--- config.mk ---
export PLATFORM = sky130hd
export DESIGN_NAME = dds_param_scheduler
export DESIGN_NICKNAME = d
export VERILOG_FILES = /design/src/rtl/dds_param_scheduler.sv
export SDC_FILE = /design/constraint.sdc
export NUM_CORES = 2
export LEC_CHECK = 0
export BUFFER_PORTS_ARGS = -buffer_cell sky130_fd_sc_hd__buf_2
export CAP_MARGIN = 25
export CORE_MARGIN = 5
export CORE_UTILIZATION = 55
export DETAILED_ROUTE_END_ITERATION = 8
export PLACE_DENSITY = 0.82
export SETUP_SLACK_MARGIN = 0.5
export SYNTH_ARGS = -nofsm -noshare
export SYNTH_HDL_FRONTEND = slang
export SYNTH_SLANG_ARGS = --single-unit
--- constraint.sdc ---
create_clock -name clk -period 10.1 [get_ports clk]
set_input_delay 1.01 -clock clk [delete_from_list [all_inputs] [get_ports clk]]
set_output_delay 1.01 -clock clk [all_outputs]
set_load 0.005 [all_outputs]
--- src/rtl/dds_param_scheduler.sv ---
// Timed parameter scheduler for the DDS datapath.
// Time-tagged commands arrive over AXI-Stream, wait in an in-order FIFO and
// are applied to the DDS parameter registers when their exec_time comes up.
// The free-running coarse timestamp is generated here as well.
module dds_param_scheduler #(
  parameter int FIFO_DEPTH = 16,
  parameter int LATE_CNT_W = 16
) (
  input  logic                          clk,
  input  logic                          reset,
  input  logic [127:0]                  s_axis_tdata,
  input  logic                          s_axis_tvalid,
  output logic                          s_axis_tready,
  output logic [63:0]                   timestamp,
  output logic [47:0]                   freq,
  output logic [13:0]                   amp,
  output logic [13:0]                   phase,
  output logic [13:0]                   amp_offset,
  output logic [63:0]                   time_offset,
  output logic [$clog2(FIFO_DEPTH):0]   fifo_count,
  output logic                          late_flag,
  output logic [LATE_CNT_W-1:0]         late_count
);

  localparam int AW = $clog2(FIFO_DEPTH);
  localparam int CW = AW + 1;

  localparam logic [1:0] OP_FREQ   = 2'd0;
  localparam logic [1:0] OP_AMPPH  = 2'd1;
  localparam logic [1:0] OP_AOFF   = 2'd2;
  localparam logic [1:0] OP_TRESET = 2'd3;

  // Command storage, split by field; reserved bits are not kept.
  logic [63:0] mem_time [FIFO_DEPTH];
  logic [1:0]  mem_op   [FIFO_DEPTH];
  logic [47:0] mem_pay  [FIFO_DEPTH];

  logic [AW-1:0] wr_ptr;
  logic [AW-1:0] rd_ptr;

  logic [63:0] head_time;
  logic [1:0]  head_op;
  logic [47:0] head_pay;
  logic [64:0] ts_next;
  logic        push;
  logic        pop;
  logic        head_due;
  logic        head_late;

  logic        unused_rsvd;
  assign unused_rsvd = ^s_axis_tdata[61:48];

  assign s_axis_tready = (fifo_count != CW'(FIFO_DEPTH));
  assign push          = s_axis_tvalid && s_axis_tready;

  assign head_time = mem_time[rd_ptr];
  assign head_op   = mem_op[rd_ptr];
  assign head_pay  = mem_pay[rd_ptr];

  // Due/late decisions look one cycle ahead so the register update lands in
  // the same cycle the timestamp reads exec_time. The compare is 65 bits wide
  // so timestamp+1 never wraps into the comparison.
  assign ts_next   = {1'b0, timestamp} + 65'd1;
  assign head_due  = ({1'b0, head_time} <= ts_next);
  assign head_late = ({1'b0, head_time} <  ts_next);
  // Occupancy is the registered count, so a word pushed this edge cannot pop
  // until the next one (one-cycle minimum residency).
  assign pop       = (fifo_count != '0) && head_due;

  // FIFO storage write; contents need no reset because the pointers define validity.
  always_ff @(posedge clk) begin
    if (push) begin
      mem_time[wr_ptr] <= s_axis_tdata[127:64];
      mem_op[wr_ptr]   <= s_axis_tdata[63:62];
      mem_pay[wr_ptr]  <= s_axis_tdata[47:0];
    end
  end

  // FIFO pointers and occupancy; reset flushes every queued command.
  always_ff @(posedge clk) begin
    if (reset) begin
      wr_ptr     <= '0;
      rd_ptr     <= '0;
      fifo_count <= '0;
    end else begin
      if (push) wr_ptr <= wr_ptr + AW'(1);
      if (pop)  rd_ptr <= rd_ptr + AW'(1);
      case ({push, pop})
        2'b10:   fifo_count <= fifo_count + CW'(1);
        2'b01:   fifo_count <= fifo_count - CW'(1);
        default: fifo_count <= fifo_count;
      endcase
    end
  end

  // Free-running coarse timestamp.
  always_ff @(posedge clk) begin
    if (reset) timestamp <= '0;
    else       timestamp <= timestamp + 64'd1;
  end

  // Apply the head command to the parameter registers and track lateness.
  always_ff @(posedge clk) begin
    if (reset) begin
      freq        <= '0;
      amp         <= '0;
      phase       <= '0;
      amp_offset  <= '0;
      time_offset <= '0;
      late_flag   <= 1'b0;
      late_count  <= '0;
    end else if (pop) begin
      case (head_op)
        OP_FREQ:   freq <= head_pay;
        OP_AMPPH: begin
          amp   <= head_pay[13:0];
          phase <= head_pay[29:16];
        end
        OP_AOFF:   amp_offset  <= head_pay[13:0];
        OP_TRESET: time_offset <= head_time;
        default:   freq <= freq;
      endcase
      if (head_late) begin
        late_flag <= 1'b1;
        if (late_count != '1) late_count <= late_count + LATE_CNT_W'(1);
      end
    end
  end

endmodule

# Word-level counts from Yosys, hierarchy flattened

Memory sizes are Yosys's and may differ from the RTL's. A register that Yosys moved wholly into a read port is not among the register bits.
Cells that the tools add are included.
W data, S select, Z words.

Output and inout port bits: 241
Register bits: 248
Input bits: 131
RAM bits: 1824
Memories kept: 3

Memory list:

| memory   | depth | bits a word | rd ports | clocked after memory_dff | write ports | RTL line | RTL |
|---|---|---|---|---|---|---|---|
| mem_time | 16    | 64          | 1        | 1                        | 1           | 34       | `logic [63:0] mem_time [FIFO_DEPTH];` |
| mem_pay  | 16    | 48          | 1        | 1                        | 1           | 36       | `logic [47:0] mem_pay [FIFO_DEPTH];` |
| mem_op   | 16    | 2           | 1        | 1                        | 1           | 35       | `logic [1:0] mem_op [FIFO_DEPTH];` |

Magnitude comparators: 2
Equality and inequality tests: 7
Reductions and logical operators: 11
Muxes and demuxes: 9
Add/subtract/negate cells: 7

Operators by type and width:

| cell                    | count |
|---|---|
| $add A64 B1 Y65 const B | 1 |
| $le A64 B65 Y1          | 1 |
| $lt A64 B65 Y1          | 1 |
| $add A64 B1 Y64 const B | 1 |
| $mux W4                 | 6 |
| $add A16 B1 Y16 const B | 1 |
| $ne A16 B16 Y1 const B  | 1 |
| $pmux W5 S2             | 1 |
| $reduce_and A2 Y1       | 5 |
| $add A4 B1 Y4 const B   | 2 |
| $eq A2 B2 Y1 const B    | 3 |
| $add A5 B1 Y5 const B   | 1 |
| $ne A5 B5 Y1 const B    | 1 |
| $reduce_bool A5 Y1      | 1 |
| $sub A5 B1 Y5 const B   | 1 |
| $eq A2 B1 Y1 const B    | 2 |
| $reduce_and A3 Y1       | 1 |
| $logic_and A1 B1 Y1     | 2 |
| $logic_not A2 Y1        | 1 |
| $mux W1                 | 2 |
| $reduce_bool A2 Y1      | 1 |

# Logic depth before layout (Yosys ltp)

Depth in word-level cells: 5
Mapped depth: 28
Gate-level depth less buffers: 25

# Least setup slack after synthesis

OpenSTA, ideal clock, no wires.

Path type: input -> register
Start: input port s_axis_tvalid
End: memory mem_op[3][0] (enable)
Stages: 4
Slack: 113 ps
Setup time: 726 ps
Data arrival time: 9261 ps
Cells stage by stage: and2_1 -> clkbuf_1 -> nand2_1 -> nor3_1

Word-level cells in the longest chain between the ends: 3

Ends and longest elaborated chain:

| element                       | RTL line | RTL |
|---|---|---|
| start: declaration            | 12       | `input logic s_axis_tvalid,` |
| $logic_and A1 B1 Y1           | 54       | `assign push = s_axis_tvalid && s_axis_tready;` |
| $mux W1                       | 72       | `if (push) begin` |
| $mux W1 (implied by the code) | 74       | `mem_op[wr_ptr] <= s_axis_tdata[63:62];` |
| end: declaration              | 35       |  |

Every way passes these cells.

# Worst setup path after layout

Start: register timestamp[7]
End: register fifo_count[4]

Word-level cells in the longest chain between the ends: 5

Ends and longest elaborated chain:

| element                                           | RTL line | RTL |
|---|---|---|
| start: declaration                                | 14       | `output logic [63:0] timestamp,` |
| start signal: assignment                          | 99       | `else timestamp <= timestamp + 64'd1;` |
| $add A64 B1 Y65 *                                 | 63       | `assign ts_next = {1'b0, timestamp} + 65'd1;` |
| $le A64 B65 Y1 *                                  | 64       | `assign head_due = ({1'b0, head_time} <= ts_next);` |
| $logic_and A1 B1 Y1 *                             | 68       | `assign pop = (fifo_count != '0) && head_due;` |
| via pop                                           | 46       | `logic pop;` |
| $eq A2 B1 Y1 or $eq A2 B2 Y1 (tied branches)      | 88       | `case ({push, pop})` |
| $pmux W5 S2 or $reduce_bool A2 Y1 (tied branches) | --       |  |
| end signal: assignment                            | 89       | `2'b10: fifo_count <= fifo_count + CW'(1);` |
| end signal: assignment                            | 90       | `2'b01: fifo_count <= fifo_count - CW'(1);` |
| end signal: assignment                            | 91       | `default: fifo_count <= fifo_count;` |
| end: declaration                                  | 20       | `output logic [$clog2(FIFO_DEPTH):0] fifo_count,` |

Mark *: on every way through the listed nets, which the timed path passes. The rest lies on a longest branch.
A chain may end at the register's enable or synchronous reset.

==> impl_metrics.toml <==
[die]
dieWidth_um = 393
fp.dieH_um = 393
io-pin-count = 372
start_util = 0.553
rows = 140
dieArea_um2 = 154000
core-area_um2 = 146000

[sta]
fin_ws_ns = 2.40
skew_ns = 0.0479
finalMaxSlewViolations = 0
max_slew.worst_pin.slew_ns = 1.13
min_period_ns = 7.70
max_slew_margin = 0.246
setup_viol = 0
rsz0062_at_grt = "false"
tns_ns = 0
timing.final.crit_share = 0.762
fmaxAchievable_ghz = 0.130
hold_violations = 0

[critical_path]
crit_chain = "nand4_2 > nor4_1 > nand4_1 > nor3_1 > nand2_1 > or4_1 > xnor2_1 > ha_1 > nand3_1 > nor4_1 > nand3_1 > a21oi_1 > nor3b_1 > o22ai_2 > nand2_1 > ha_1 > xor2_1 > ha_1 > o21ai_0 > a21oi_1 > a21oi_1 > xor2_1 > or3_1 > a21oi_1"
cpMaxStageDelayCell = "o22ai_2"
max_stage_delay_ns = 0.77
required_ns = 10.82
worst_setup_path_start_kind = "register"
crit_arrival_ns = 8.42
rr_worst_depth = 24
cp_common_cell = "a21oi_1"
crit_type = "reg2reg"
path_max_fanout = 19
cp-end-kind = "register"

[route]
wl_um = 205000
first_iter_violations = 5071
via_per_inst = 6.49
drt_first_pass_iters = 5
routed-via-count = 41862
ant_nets = 0
wl_per_cell_um = 31.8
drc = 0

[finish]
final_nets = 4544
drive_above_1_share = 0.301
areaGrowthSynthToFinish_pct = 13.3
fin_util = 0.627
nFillCells = 9489
design_area_um2 = 91300

[worst_hold_path]
hold_depth = 2
hold_path.class = "reg2reg"

[clocking]
post_cts_buffers = 0
postCtsHoldBufs = 0
clock_sinks = 2076
cts_htree_levels = 4
cts_resized = 0
clockBufferDepth = 3
clk-insertion-delay-late_ns = 0.82
root_buffer = "clkbuf_16"
cts_buffers = 198
tritoncts = "done"
clk_pin_slew_worst_paths_ns = 0.06

[power_and_ir_drop]
finalPower_mw = 19.5
p_leak_nw = 28.9
switchingPower_mw = 4.73
power.share.clock = 0.379
p_seq_frac = 0.492
p_int_mw = 14.8
ir_worst_vdd_mv = 0.281
pwr-share-comb = 0.128
swShare = 0.243
powerDensity_nw_per_um2 = 214

[logic_synthesis]
yosys_register_bits = 2076
synth_common_cells = "edfxtp_1 (1824), mux4_2 (570), dfxtp_1 (252)"
seq_area_frac_synth = 0.743
yosys.area.top_type = "edfxtp_1"
ys_async_sr_fraction = 0
synth-main-ff-cell = "edfxtp_1"
synth_top_family_by_area = "multiplexers"
synth_mux_area_frac = 0.173
synth_cell_type_count = 59
synthAdderAreaFrac = 0.0117
syn_area_per_cell_um2 = 20.5
synthCells = 3921
yosysWarnings = 0
synth_most_common_cell = "edfxtp_1"
yosys.area_share.simple = 0.0300
synth_nets = 4127
synth-compound-area-share = 0.0218
syn_area_um2 = 80500
synth_xor_area_frac = 0.00761
synth_edf_count = 1824
yosys.area.top_type_share = 0.680
synth_top_cells_by_area = "edfxtp_1 (68%), mux4_2 (16%), dfxtp_1 (6.3%)"

[placement]
pre_cts_ws_ns = 2.69
gp_congestion = 0.858
placed_area_um2 = 84700
portBuffers = 357
hpwl_um = 109000

[global_route]
grt_util_all_layers = 0.268
grt_first_pass_wirelength_um = 297000
grt_pass1_vias = 42731
grt_max_degree = 137
antenna_found_initial = 43
overflow = 0

[outcome]
outcome = "completed"

[job]
drv_cap = 0
-- cell usage in the layout, fill, tap and decap left out, types with 64 or more instances in the layout --
master / instances
dfxtp_1: 248
buf_4: 72
edfxtp_1: 1824
nor2_1: 117
nand2_1: 191
mux2i_1: 91
o31ai_1: 64
a21oi_1: 103
ha_1: 75
buf_2: 356
mux4_2: 570
o211ai_1: 67
clkbuf_16: 203
-- layer usage --
metal | global-route usage | wire length, µm | vias up
met1 | 0.357 | 73600 | 21885
met4 | 0.0823 | 6380 | 24
met5 | 0 | 166 | -
li1 | - | - | 17057
met3 | 0.0695 | 23000 | 435
met2 | 0.440 | 102000 | 2461
-- power groups by stage --
stage          combinational [mW]  clock [mW]  sequential [mW]
2_1_floorplan                1.78           0             9.74
3_3_place_gp                 2.41           0             9.76
3_5_place_dp                 2.47           0             9.77
4_1_cts                      2.51        7.50             9.60
5_1_grt                      2.68        7.90             9.61
6_report                     2.50        7.40             9.60
-- area by class of cell --
type	instances	area [µm²]	area share
flip-flops and latches	2076	59800	0.656
multi-input cells	1598	19800	0.217
clock buffers	260	5370	0.0589
repair buffers	439	2560	0.0280
well taps	1917	2400	0.0263
clock inverters	114	1140	0.0125
inverters	25	98.8	0.00108
diodes	23	57.6	0.000631
-- path summary, 6_finish.rpt --
path	start	end	slack [ns]
min reg2reg	phase[0]$_SDFFE_PP0P_	phase[0]$_SDFFE_PP0P_	0.45
max reg2reg	timestamp[7]$_SDFF_PP0_	fifo_count[4]$_SDFFE_PP0P_	2.40
max	timestamp[7]$_SDFF_PP0_	fifo_count[4]$_SDFFE_PP0P_	2.40
min	phase[0]$_SDFFE_PP0P_	phase[0]$_SDFFE_PP0P_	0.45
-- registers in the layout (all words and copies together) (netlist names), 16 cells and up, named ones only --
register,cells
late_count,16
time_offset,64
freq,48
mem_time,1024
mem_op,32
timestamp,64
mem_pay,768
-- stage by stage --
step | cells | hold slack (ns)
global placement | 6052 | 0.440
floorplan | 3921 | 0.451
finish | 6452 | 0.454
global route | 6435 | 0.468
CTS | 6428 | 0.459
detailed placement | 6054 | 0.445
-- critical path, delay by kind of cell (launching register included) --
| kind | cells | cell delay (ns) |
|---|---|---|
| flip-flops | 1 | 0.46 |
| XOR/XNOR | 3 | 0.44 |
| AO/OA/AOI/OAI | 6 | 1.54 |
| AND/OR/NAND/NOR | 12 | 4.31 |
| adder cells (fa/ha/maj) | 3 | 0.85 |
-- cell families (layout without fill, tap and decap cells) --
family / count (synthesis) / in the layout
xor+xnor: 70 / 70
compound gates: 272 / 272
flops: 2076 / 2076
other cells: 0 / 23
buf+inv: 247 / 838
mux: 676 / 676
fa+ha+maj: 75 / 75
simple gates: 505 / 505
(Power assumes the default switching activity.)
